[config.mk]
export PLATFORM = sky130hd
export DESIGN_NAME = seq_delay_timer
export DESIGN_NICKNAME = d
export VERILOG_FILES = /design/src/rtl/seq_timer_pkg.sv /design/src/rtl/seq_tick_divider.sv /design/src/rtl/seq_delay_timer.sv
export SDC_FILE = /design/constraint.sdc
export NUM_CORES = 1
export LEC_CHECK = 0
export ABC_AREA = 1
export CAP_MARGIN = 20
export CORE_MARGIN = 5
export CORE_UTILIZATION = 55
export CTS_CLUSTER_SIZE = 16
export DETAILED_ROUTE_END_ITERATION = 8
export GPL_TIMING_DRIVEN = 1
export PLACE_DENSITY = 0.75
export SLEW_MARGIN = 0
export SYNTH_ARGS = -nofsm -noshare
export SYNTH_HDL_FRONTEND = slang
export SYNTH_HIERARCHICAL = 1
export SYNTH_SLANG_ARGS = --single-unit
[constraint.sdc]
create_clock -name clk -period 2.33 [get_ports clk]
set_input_delay 0.233 -clock clk [delete_from_list [all_inputs] [get_ports clk]]
set_output_delay 0.233 -clock clk [all_outputs]
set_load 0.01 [all_outputs]
[src/rtl/seq_timer_pkg.sv]
`default_nettype none
// ============================================================================
// Module  : seq_timer_pkg
// Brief   : Shared state encoding and width helper for the serial delay timer.
// Revision: 1.0
// ============================================================================
package seq_timer_pkg;

    typedef enum logic [1:0] {
        ST_SEARCH = 2'd0,
        ST_SHIFT  = 2'd1,
        ST_COUNT  = 2'd2,
        ST_DONE   = 2'd3
    } seq_timer_state_t;

    // Counter widths must never collapse to zero bits, even for tiny ranges.
    function automatic int clog2_min1(input int value);
        int w;
        w = $clog2(value);
        return (w < 1) ? 1 : w;
    endfunction

endpackage
`default_nettype wire

[src/rtl/seq_tick_divider.sv]
`default_nettype none
// ============================================================================
// Module  : seq_tick_divider
// Brief   : Free-running modulo-TICK_CYCLES counter that flags its last cycle.
// Revision: 1.0
// ============================================================================
module seq_tick_divider
    import seq_timer_pkg::*;
#(
    parameter int TICK_CYCLES = 1000
) (
    input  logic clk,
    input  logic reset,
    input  logic clr,
    input  logic en,
    output logic tick_last
);

    localparam int               c_tick_w    = clog2_min1(TICK_CYCLES);
    localparam logic [c_tick_w-1:0] c_tick_last = c_tick_w'(TICK_CYCLES - 1);
    localparam logic [c_tick_w-1:0] c_tick_one  = c_tick_w'(1);

    logic [c_tick_w-1:0] tick_q;
    logic [c_tick_w-1:0] tick_d;

    always_comb begin
        tick_d = tick_q;
        if (clr) begin
            tick_d = '0;
        end else if (en) begin
            tick_d = (tick_q == c_tick_last) ? '0 : tick_q + c_tick_one;
        end
    end

    always_ff @(posedge clk) begin
        if (reset) begin
            tick_q <= '0;
        end else begin
            tick_q <= tick_d;
        end
    end

    assign tick_last = en && (tick_q == c_tick_last);

endmodule
`default_nettype wire

[src/rtl/seq_delay_timer.sv]
`default_nettype none
// ============================================================================
// Module  : seq_delay_timer
// Brief   : Detects a serial start pattern, shifts in a delay, counts
//           (delay+1)*TICK_CYCLES clocks, then holds done until ack.
// Revision: 1.0
// ============================================================================
module seq_delay_timer
    import seq_timer_pkg::*;
#(
    parameter int                 PAT_LEN     = 4,
    parameter logic [PAT_LEN-1:0] PATTERN     = 4'b1101,
    parameter int                 DELAY_W     = 4,
    parameter int                 TICK_CYCLES = 1000
) (
    input  logic               clk,
    input  logic               reset,
    input  logic               data_in,
    input  logic               ack,
    output logic               counting,
    output logic               done,
    output logic [DELAY_W-1:0] count
);

    localparam int                  c_valid_w    = clog2_min1(PAT_LEN + 1);
    localparam int                  c_bit_w      = clog2_min1(DELAY_W + 1);
    localparam logic [c_valid_w-1:0] c_valid_full = c_valid_w'(PAT_LEN);
    localparam logic [c_valid_w-1:0] c_valid_need = c_valid_w'(PAT_LEN - 1);
    localparam logic [c_valid_w-1:0] c_valid_one  = c_valid_w'(1);
    localparam logic [c_bit_w-1:0]   c_bit_last   = c_bit_w'(DELAY_W - 1);
    localparam logic [c_bit_w-1:0]   c_bit_one    = c_bit_w'(1);
    localparam logic [DELAY_W-1:0]   c_count_one  = DELAY_W'(1);

    seq_timer_state_t   state_q,   state_d;
    logic [PAT_LEN-1:0] history_q, history_d;
    logic [c_valid_w-1:0] valid_q, valid_d;
    logic [c_bit_w-1:0] bit_cnt_q, bit_cnt_d;
    logic [DELAY_W-1:0] delay_q,   delay_d;
    logic [DELAY_W-1:0] count_q,   count_d;

    logic               w_tick_last;
    logic [PAT_LEN-1:0] w_hist_shift;
    logic [DELAY_W-1:0] w_delay_shift;

    seq_tick_divider #(
        .TICK_CYCLES (TICK_CYCLES)
    ) u_tick (
        .clk       (clk),
        .reset     (reset),
        .clr       (state_q != ST_COUNT),
        .en        (state_q == ST_COUNT),
        .tick_last (w_tick_last)
    );

    // Window of the most recent PAT_LEN bits including the one on data_in now.
    assign w_hist_shift  = PAT_LEN'({history_q, data_in});
    assign w_delay_shift = DELAY_W'({delay_q, data_in});

    always_comb begin
        state_d   = state_q;
        history_d = history_q;
        valid_d   = valid_q;
        bit_cnt_d = bit_cnt_q;
        delay_d   = delay_q;
        count_d   = count_q;
        case (state_q)
            ST_SEARCH: begin
                history_d = w_hist_shift;
                valid_d   = (valid_q == c_valid_full) ? valid_q : valid_q + c_valid_one;
                if ((w_hist_shift == PATTERN) && (valid_q >= c_valid_need)) begin
                    state_d   = ST_SHIFT;
                    bit_cnt_d = '0;
                    delay_d   = '0;
                end
            end
            ST_SHIFT: begin
                delay_d = w_delay_shift;
                if (bit_cnt_q == c_bit_last) begin
                    state_d   = ST_COUNT;
                    count_d   = w_delay_shift;
                    bit_cnt_d = '0;
                end else begin
                    bit_cnt_d = bit_cnt_q + c_bit_one;
                end
            end
            ST_COUNT: begin
                if (w_tick_last) begin
                    if (count_q != '0) begin
                        count_d = count_q - c_count_one;
                    end else begin
                        state_d = ST_DONE;
                    end
                end
            end
            ST_DONE: begin
                // Fresh search after ack: no stale bits may complete a pattern.
                if (ack) begin
                    state_d   = ST_SEARCH;
                    history_d = '0;
                    valid_d   = '0;
                    count_d   = '0;
                end
            end
            default: state_d = ST_SEARCH;
        endcase
    end

    always_ff @(posedge clk) begin
        if (reset) begin
            state_q   <= ST_SEARCH;
            history_q <= '0;
            valid_q   <= '0;
            bit_cnt_q <= '0;
            delay_q   <= '0;
            count_q   <= '0;
        end else begin
            state_q   <= state_d;
            history_q <= history_d;
            valid_q   <= valid_d;
            bit_cnt_q <= bit_cnt_d;
            delay_q   <= delay_d;
            count_q   <= count_d;
        end
    end

    assign counting = (state_q == ST_COUNT);
    assign done     = (state_q == ST_DONE);
    assign count    = counting ? count_q : '0;

endmodule
`default_nettype wire
Word level (Yosys, flattened, before mapping)
Index checks and enable logic that the tools add are counted.
{"block": "totals", "ff_bits": 28, "output_inout_bits": 6, "elab_cells": 62}
{"block": "classes", "n_eq_ne": 15, "order_cmp": 1, "add_sub_neg": 4, "muxes": 22, "reduce_logical": 13}
{"op": "3-bit case mux with 2 select lines", "count": 4}
{"op": "4-bit 2-to-1 mux", "count": 5}
{"op": "3-bit 2-to-1 mux", "count": 5}
{"op": "2-bit != test, second input constant", "count": 6}
{"op": "4-bit case mux with 3 select lines", "count": 1}
{"op": "10-bit by 1-bit adder with 10-bit output, second input constant", "count": 1}
{"op": "10-bit equality test, second input constant", "count": 1}
{"op": "10-bit 2-to-1 mux", "count": 1}
{"op": "2-bit 2-to-1 mux", "count": 5}
{"op": "5-bit AND reduction", "count": 2}
{"op": "2-bit case mux with 4 select lines", "count": 1}
{"op": "3-bit by 1-bit adder with 3-bit output, second input constant", "count": 2}
{"op": "2-bit equality test, second input constant", "count": 2}
{"op": "4-bit equality test, second input constant", "count": 1}
{"op": "2-bit by 1-bit != test with 1-bit output, second input constant", "count": 2}
{"op": "2-bit AND reduction", "count": 2}
{"op": "2-bit nonzero test", "count": 2}
{"op": "4-bit nonzero test", "count": 1}
{"op": "4-bit by 1-bit subtractor with 4-bit output, second input constant", "count": 1}
{"op": "3-bit by 2-bit equality test with 1-bit output, second input constant", "count": 1}
{"op": "3-bit equality test, second input constant", "count": 1}
{"op": "3-bit by 2-bit >= comparator with 1-bit output, second input constant", "count": 1}
{"op": "3-bit AND reduction", "count": 1}
{"op": "3-bit nonzero test", "count": 1}
{"op": "4 further kinds", "count": 5}

Logic depth before layout (Yosys ltp)
Gate-level depths: netlist of run 1.
{"block": "logic_depth", "depth_word": 4, "depth_mapped": 13}

Hierarchy
The synthesis of run 1 kept the hierarchy.
{"module": "seq_delay_timer", "area_per_inst_um2": 1131.1, "instances": 1, "seq_area_each_um2": 360.3, "cells_per_inst": 169}
{"module": "seq_tick_divider", "area_per_inst_um2": 566.8, "instances": 1, "seq_area_each_um2": 200.2, "cells_per_inst": 85}

Worst setup path after synthesis of run 1
Ideal clock, no wire load.
{"block": "synth_path", "kind": "reg-to-reg", "from": "reg state_q[0]", "to": "reg state_q[0]", "synth_period_minus_slack_ns": 1.772, "setup_time_ns": 0.115, "slack_ns": 0.558, "required_ns": 2.215, "arrival_ns": 1.657, "path_stages_with_launch": 14, "path_cell_list": "dfxtp_1 inv_1 ha_1 buf_6 nand3_1 nand3b_4 inv_1 inv_1 o21ai_1 nand2_1 nor2_1 nand3_1 nand2_1 nor2_1"}
{"block": "synth_between", "elab_chain_cells": 4, "word_cells_on_any_way": 12, "classes_between": "8 x eq/ne; 1 x mux; 3 x reduce/logical"}
{"element": "from (decl)", "line_no": "seq_delay_timer.sv:34", "source": "seq_timer_state_t state_q, state_d;"}
{"element": "from (signal assigned)", "line_no": "seq_delay_timer.sv:117", "source": "state_q <= state_d;"}
{"element": "2-bit equality test"}
{"element": "named net counting", "line_no": "seq_delay_timer.sv:20", "source": "output logic counting,"}
{"element": "1-bit logical AND", "line_no": "seq_tick_divider.sv:43", "source": "assign tick_last = en && (tick_q == c_tick_last);"}
{"element": "named net w_tick_last", "line_no": "seq_delay_timer.sv:41", "source": "logic w_tick_last;"}
{"element": "2-bit by 1-bit != test with 1-bit output (no line)"}
{"element": "5-bit AND reduction (no line)"}
The timed path passes the listed nets, and every way through them passes these cells.
A chain may end at the register's enable or synchronous reset.

Worst setup path in the final report of run 1
{"block": "layout_path", "from": "reg state_q[0]", "to": "out count[3]"}
{"block": "layout_between", "elab_chain_cells": 2}
{"element": "2-bit equality test", "line_no": "seq_delay_timer.sv:126", "source": "assign counting = (state_q == ST_COUNT);"}
{"element": "4-bit 2-to-1 mux", "line_no": "seq_delay_timer.sv:128", "source": "assign count = counting ? count_q : '0;"}
{"element": "to (decl)", "line_no": "seq_delay_timer.sv:22", "source": "output logic [DELAY_W-1:0] count"}
Every way passes these cells.

==> summary.md, run 1 <==
| Metric | Value |
|---|---|
| Net Sw Power | `812.9 µW` |
| Skew final | `0.005899 ns` |
| Asr flop ratio synth | `0%` |
| Nets@finish | `283` |
| Status | `finished clean` |
| Final slew viol count | `0` |
| Worst hold path class | `flop to flop` |
| Cts bufs inserted | `3` |
| Area delta synth->final | `9.801%` |
| Met2 Resource Use GR | `31.48%` |
| PwrDens | `983.8 nW/µm²` |
| Antenna Cells | `0` |
| Adder and majority gate portion of the synthesized area | `8.843%` |
| Fmax | `468.2 MHz` |
| Sw Share | `44.32%` |
| Utilization after layout | `62.08%` |
| Top-area cell type share of the netlist area | `33.01%` |
| CP endpoint kind | `primary output` |
| P_int | `1.021 mW` |
| Compound-cell area share of the yosys netlist | `8.475%` |
| Router iterations before antenna repair | `4` |
| Peak VDD IR | `0.6815 mV` |
| Worst-path clk slew | `0.16 ns` |
| Initial core utilization | `56.54%` |
| Max clock buf depth | `2` |
| Die area | `4298 µm²` |
| Largest family of logic cells by synthesized area | `simple AND/OR/NAND/NOR gates` |
| Root buffer cell | `clkbuf_4` |
| GPL Wtd Cong | `0.8292` |
| Post-DP HPWL | `2629 µm` |
| Setup Buffers After CTS | `0` |
| Count leader, synth | `nand2_1` |
| Flop pwr share | `34.4%` |
| Setup crit start kind | `flop` |
| Layout cell share with drive strength beyond 1 | `12.41%` |
| XOR/XNOR share of the synthesized area | `0.5158%` |
| DRC violations left | `0` |
| Antenna Nets Post-Route | `0` |
| Number of hold violations in the final report | `0` |
| Multi-input combinational cell area | `958.4 µm²` |
| Multiplexer share of the synthesized area | `0.5895%` |
| Drt initial violations | `75` |
| Rows | `20` |
| Die X | `65.56 µm` |
| Mapped Area | `1698 µm²` |
| Syn Inst Count | `254` |
| CP required | `2.10 ns` |
| Combinational share of power | `52.4%` |
| WS Path Type | `flop to primary output` |
| Clock latency on the worst-skew pair | `0.33 ns` |
| Routing usage on met3 | `2.222%` |
| Port bufs | `9` |
| Most frequent cells after synthesis | `nand2_1 (59), nor2_1 (37), inv_1 (31), dfxtp_1 (28), nand3_1 (26)` |
| # resized after CTS | `0` |
| Final global-route overflow total | `0` |
| Top post-synthesis cells by area | `dfxtp_1 (33%), nand2_1 (13%), ha_1 (8.8%), nor2_1 (8.2%), nand3_1 (7.7%)` |
| Routed vias/inst | `5.080` |
| Hold_buf cts | `0` |
| FF-to-FF path depth | `12` |
| Synth warn | `6` |
| Synthesized area per cell | `6.685 µm²` |
| Routed wire length | `3355 µm` |
| Synth unique cells | `29` |
| First-pass GRT wire length | `6072 µm` |
| WL/cell | `11.22 µm` |
| # fillers | `294` |
| Sequential fraction of the synthesis area | `33.01%` |
| # IOs | `10` |
| Initial antenna violation count | `0` |
| Unrepaired setup endpoints after global routing | `false` |
| Final setup violation count | `0` |
| Mapped Nets | `270` |
| H-tree depth | `1` |
| Post-Synth Simple-Gate Area | `38.03%` |
| Synth area leader | `dfxtp_1` |
| Pleak | `0.8204 nW` |
| Via count | `1519` |
| Post-synth EDFFs | `0` |
| Worst Path Max Fanout | `19` |
| Synth Flop Type | `dfxtp_1` |
| Worst Hold Depth | `2` |
| FF/Latch Area | `560.5 µm²` |
| Max_cap viols | `0` |
| M1 GR Usage | `21.68%` |
| Final Cycle Share | `91.67%` |
| Largest net degree at the start of global routing | `20` |
| # clock sinks | `28` |
| Critical Path AT | `1.90 ns` |
| TNS Setup | `0 ns` |
| Slew @ Worst Pin | `0.3198 ns` |
| Tot GR Track Use | `17.85%` |
| Die Y-Extent | `65.56 µm` |
| GRT busiest layer | `met2` |
| Slew HR | `78.68%` |
| Clock power frac | `13.2%` |
| Vias in the first global route | `1481` |
| Core ar. | `3003 µm²` |
| Seq cells post-synth | `28` |
| CTS tree | `built` |
| Min Tclk post-route | `2.136 ns` |
[final cells by class]
type	count	area share, %
multi-input cells	183	51.41
flip-flops and latches	28	30.07
inverters	40	8.322
repair buffers	11	6.040
well taps	33	2.215
clock buffers	4	1.946
[layer usage]
metal / wire length (µm) / vias to the layer above
met5: 0 / -
met1: 1574 / 687
met4: 36 / 0
met3: 67 / 4
met2: 1678 / 15
li1: - / 813
[metrics by stage]
| stage | total power [mW] | setup slack [ns] | instance area, µm² | hold WS, ns | std cells |
|---|---|---|---|---|---|
| 5_1_grt | 2.036 | 0.007048 | 1864 | 0.4734 | 299 |
| 4_1_cts | 1.839 | 0.1239 | 1857 | 0.4566 | 299 |
| 6_report | 1.834 | 0.1941 | 1864 | 0.4526 | 299 |
| 2_1_floorplan | 1.406 | 0.5584 | 1698 | 0.3941 | 254 |
| 3_5_place_dp | 1.593 | 0.5253 | 1821 | 0.4357 | 295 |
| 3_3_place_gp | 1.571 | 0.5701 | 1821 | 0.4332 | 295 |
[worst max-delay path: stages (launching register included)]
cell and delay, ns:
dfxtp_1 0.37, inv_1 0.11, ha_1 0.25, buf_8 0.19
nand2_1 0.07, inv_1 0.06, clkdlybuf4s50_1 0.53
[power groups by stage]
stage	clock network, mW	logic [mW]	registers [mW]
2_1_floorplan	0	0.780	0.625
3_3_place_gp	0	0.930	0.642
3_5_place_dp	0	0.952	0.640
4_1_cts	0.252	0.956	0.630
5_1_grt	0.271	1.12	0.644
6_report	0.241	0.961	0.632
[registers in the layout, indices dropped and copies added (netlist names)]
| name | flops |
|---|---|
| bit_cnt_q | 3 |
| history_q | 3 |
| u_tick/tick_q | 10 |
| state_q | 2 |
| valid_q | 3 |
| count_q | 4 |
| delay_q | 3 |
[final timing paths]
kind / slack, ns / startpoint / to
max: 0.19 / state_q[0] / count[3]
min: 0.45 / bit_cnt_q[2] / bit_cnt_q[2]
max reg2reg: 0.51 / state_q[0] / state_q[0]
min reg2reg: 0.45 / bit_cnt_q[2] / bit_cnt_q[2]
[logic make-up after synthesis]
kind of cell,after synthesis
AO/OA/AOI/OAI,27
XOR/XNOR,1
adder cells (fa/ha/maj),12
buffers and inverters,43
flip-flops,28
multiplexers,1
AND/OR/NAND/NOR,142
[placed cells by master (no fill, tap or decap)]
| cell type | Yosys | routed |
|---|---|---|
| nand2_1 | 59 | 59 |
| nor2_1 | 37 | 37 |
| inv_1 | 31 | 31 |
| dfxtp_1 | 28 | 28 |
| nand3_1 | 26 | 26 |
| a21oi_1 | 14 | 14 |
| ha_1 | 12 | 12 |
| clkdlybuf4s50_1 | 0 | 9 |
| nand2_2 | 6 | 6 |
| o21ai_0 | 6 | 6 |
| inv_2 | 5 | 5 |
| nor2_2 | 5 | 5 |
| o21ai_1 | 4 | 4 |
| clkbuf_4 | 0 | 3 |
| clkinv_2 | 2 | 2 |
| nand2_4 | 2 | 2 |
| nand3_2 | 2 | 2 |
| or2_2 | 2 | 2 |
| inv_4 | 1 | 1 |
| a21oi_2 | 1 | 1 |
| clkinv_1 | 1 | 1 |
| o21bai_1 | 1 | 1 |
| o211ai_1 | 1 | 1 |
| clkbuf_8 | 0 | 1 |
| buf_8 | 0 | 1 |
| buf_4 | 1 | 1 |
| nand3b_4 | 1 | 1 |
| nand4_1 | 1 | 1 |
| nor3_1 | 1 | 1 |
| mux2i_1 | 1 | 1 |
| xnor2_1 | 1 | 1 |
No activity file was read; power rests on OpenSTA's default activity.
==> inputs of run 2 (changes only) <==
==> constraint.sdc (replaced) <==
create_clock -name clk -period 2.33 [get_ports clk]
set_input_delay 0.233 -clock clk [delete_from_list [all_inputs] [get_ports clk]]
set_output_delay 0.233 -clock clk [all_outputs]
set_load 0.05 [all_outputs]
==> summary.md, run 2 (same netlist as run 1, synthesis figures left out) <==
| Metric | Value |
|---|---|
| Nets@finish | `284` |
| Die X | `65.56 µm` |
| Worst hold path class | `flop to flop` |
| Most common cell after layout, fill and taps aside | `nand2_1` |
| CP endpoint kind | `primary output` |
| GPL Wtd Cong | `0.7835` |
| Rows | `20` |
| TNS Setup | `0 ns` |
| Initial antenna violation count | `0` |
| Commonest cells after routing, fill and taps aside | `nand2_1 (59), nor2_1 (37), inv_1 (31)` |
| Final Cycle Share | `86.00%` |
| # resized after CTS | `0` |
| Flop pwr share | `32.2%` |
| Final setup violation count | `0` |
| P_int | `1.100 mW` |
| Core ar. | `3003 µm²` |
| Initial core utilization | `56.54%` |
| WL/cell | `10.56 µm` |
| CTS tree | `built` |
| Root buffer cell | `clkbuf_4` |
| Routed vias/inst | `5.000` |
| Slew @ Worst Pin | `0.4930 ns` |
| Final global-route overflow total | `0` |
| Max_cap viols | `0` |
| Net Sw Power | `863.8 µW` |
| Tot GR Track Use | `16.34%` |
| CP required | `2.10 ns` |
| Via count | `1500` |
| Skew final | `0.004990 ns` |
| Combinational share of power | `51.3%` |
| Port bufs | `9` |
| Unrepaired setup endpoints after global routing | `false` |
| Setup crit start kind | `flop` |
| Cts bufs inserted | `3` |
| Antenna Nets Post-Route | `0` |
| WS Path Type | `flop to primary output` |
| Max clock buf depth | `2` |
| Placed Area | `1866 µm²` |
| Worst Path Max Fanout | `4` |
| Hold_buf cts | `0` |
| Drt initial violations | `83` |
| Setup Buffers After CTS | `0` |
| Router iterations before antenna repair | `4` |
| Die Y-Extent | `65.56 µm` |
| Clock latency on the worst-skew pair | `0.33 ns` |
| H-tree depth | `1` |
| Biggest regs | `u_tick/tick_q: 10 flops, count_q: 4 flops` |
| Worst-path clk slew | `0.16 ns` |
| DRC violations left | `0` |
| Number of hold violations in the final report | `0` |
| Min Tclk post-route | `2.004 ns` |
| First-pass GRT wire length | `5575 µm` |
| Most flops, register | `u_tick/tick_q` |
| Clock power frac | `16.4%` |
| Final slew viol count | `0` |
| Pleak | `0.8517 nW` |
| Design area | `1918 µm²` |
| # clock sinks | `28` |
| Sw Share | `43.99%` |
| Max reg flops | `10` |
| Layout cell share with drive strength beyond 1 | `14.61%` |
| PwrDens | `1024 nW/µm²` |
| Antenna Cells | `0` |
| Largest net degree at the start of global routing | `22` |
| Post-DP HPWL | `2433 µm` |
| Area delta synth->final | `12.97%` |
| Die area | `4298 µm²` |
| Critical Path AT | `1.77 ns` |
| Routed wire length | `3169 µm` |
| # IOs | `10` |
| Fmax | `499.0 MHz` |
| Slew HR | `67.03%` |
| Peak VDD IR | `0.5920 mV` |
| Vias in the first global route | `1345` |
| Status | `finished clean` |
-- run 2: cell count changes in the layout (fill, tap and decap cells not counted), sizes merged --
cell / previous run / this run
buf: 2 / 8
bufinv: 0 / 1
clkbuf: 4 / 3
clkdlybuf4s50: 9 / 4
-- run 2: power by group through the flow --
stage	sequential, mW	clock (mW)	combinational [mW]
detailed placement	0.644	0	1.00
global route	0.645	0.349	1.16
global placement	0.641	0	0.995
CTS	0.633	0.332	1.01
finish	0.633	0.323	1.01
floorplan	0.625	0	0.831
-- run 2: metal layers --
layer | GRT usage [%] | part of all wire [%] | wire length (µm) | vias to the layer above
met3 | 2.051 | 2.0 | 63 | 4
met1 | 20.08 | 51 | 1617 | 655
met4 | 6.995 | 1.5 | 46 | 0
met2 | 28.45 | 45 | 1441 | 15
li1 | - | - | - | 826
met5 | 0 | 0 | 0 | -
-- run 2: worst paths after layout --
path / depth (start not counted) / slack (ns) / start / end
max: 2 / 0.33 / state_q[1] / done
min: 2 / 0.46 / bit_cnt_q[2] / bit_cnt_q[2]
max reg2reg: 12 / 0.55 / u_tick/tick_q[0] / state_q[0]
min reg2reg: 2 / 0.46 / bit_cnt_q[2] / bit_cnt_q[2]
-- run 2: critical path, cell delays in order, from the launching register on --
cell and delay [ns]:
dfxtp_1 0.42, ha_1 0.21, clkdlybuf4s50_1 0.81
-- run 2: layout make-up --
cell class | instances | area (µm²)
Clock buffer | 3 | 22.52
Sequential cell | 28 | 560.5
Tap cell | 33 | 41.29
Multi-Input combinational cell | 183 | 958.4
Fill cell | 295 | 1085
Inverter | 40 | 155.1
Timing Repair Buffer | 12 | 150.1
Clock inverter | 1 | 30.03
-- run 2: stage by stage --
step	total power, mW	hold WS (ns)	cells	setup slack [ns]	utilization (%)
6_report	1.964	0.4579	300	0.3261	63.88
3_5_place_dp	1.648	0.4416	296	0.5517	62.13
2_1_floorplan	1.457	0.3941	254	0.2419	-
5_1_grt	2.156	0.4862	300	0.2421	63.88
3_3_place_gp	1.636	0.4334	296	0.6166	62.13
4_1_cts	1.979	0.4623	300	0.3074	63.88
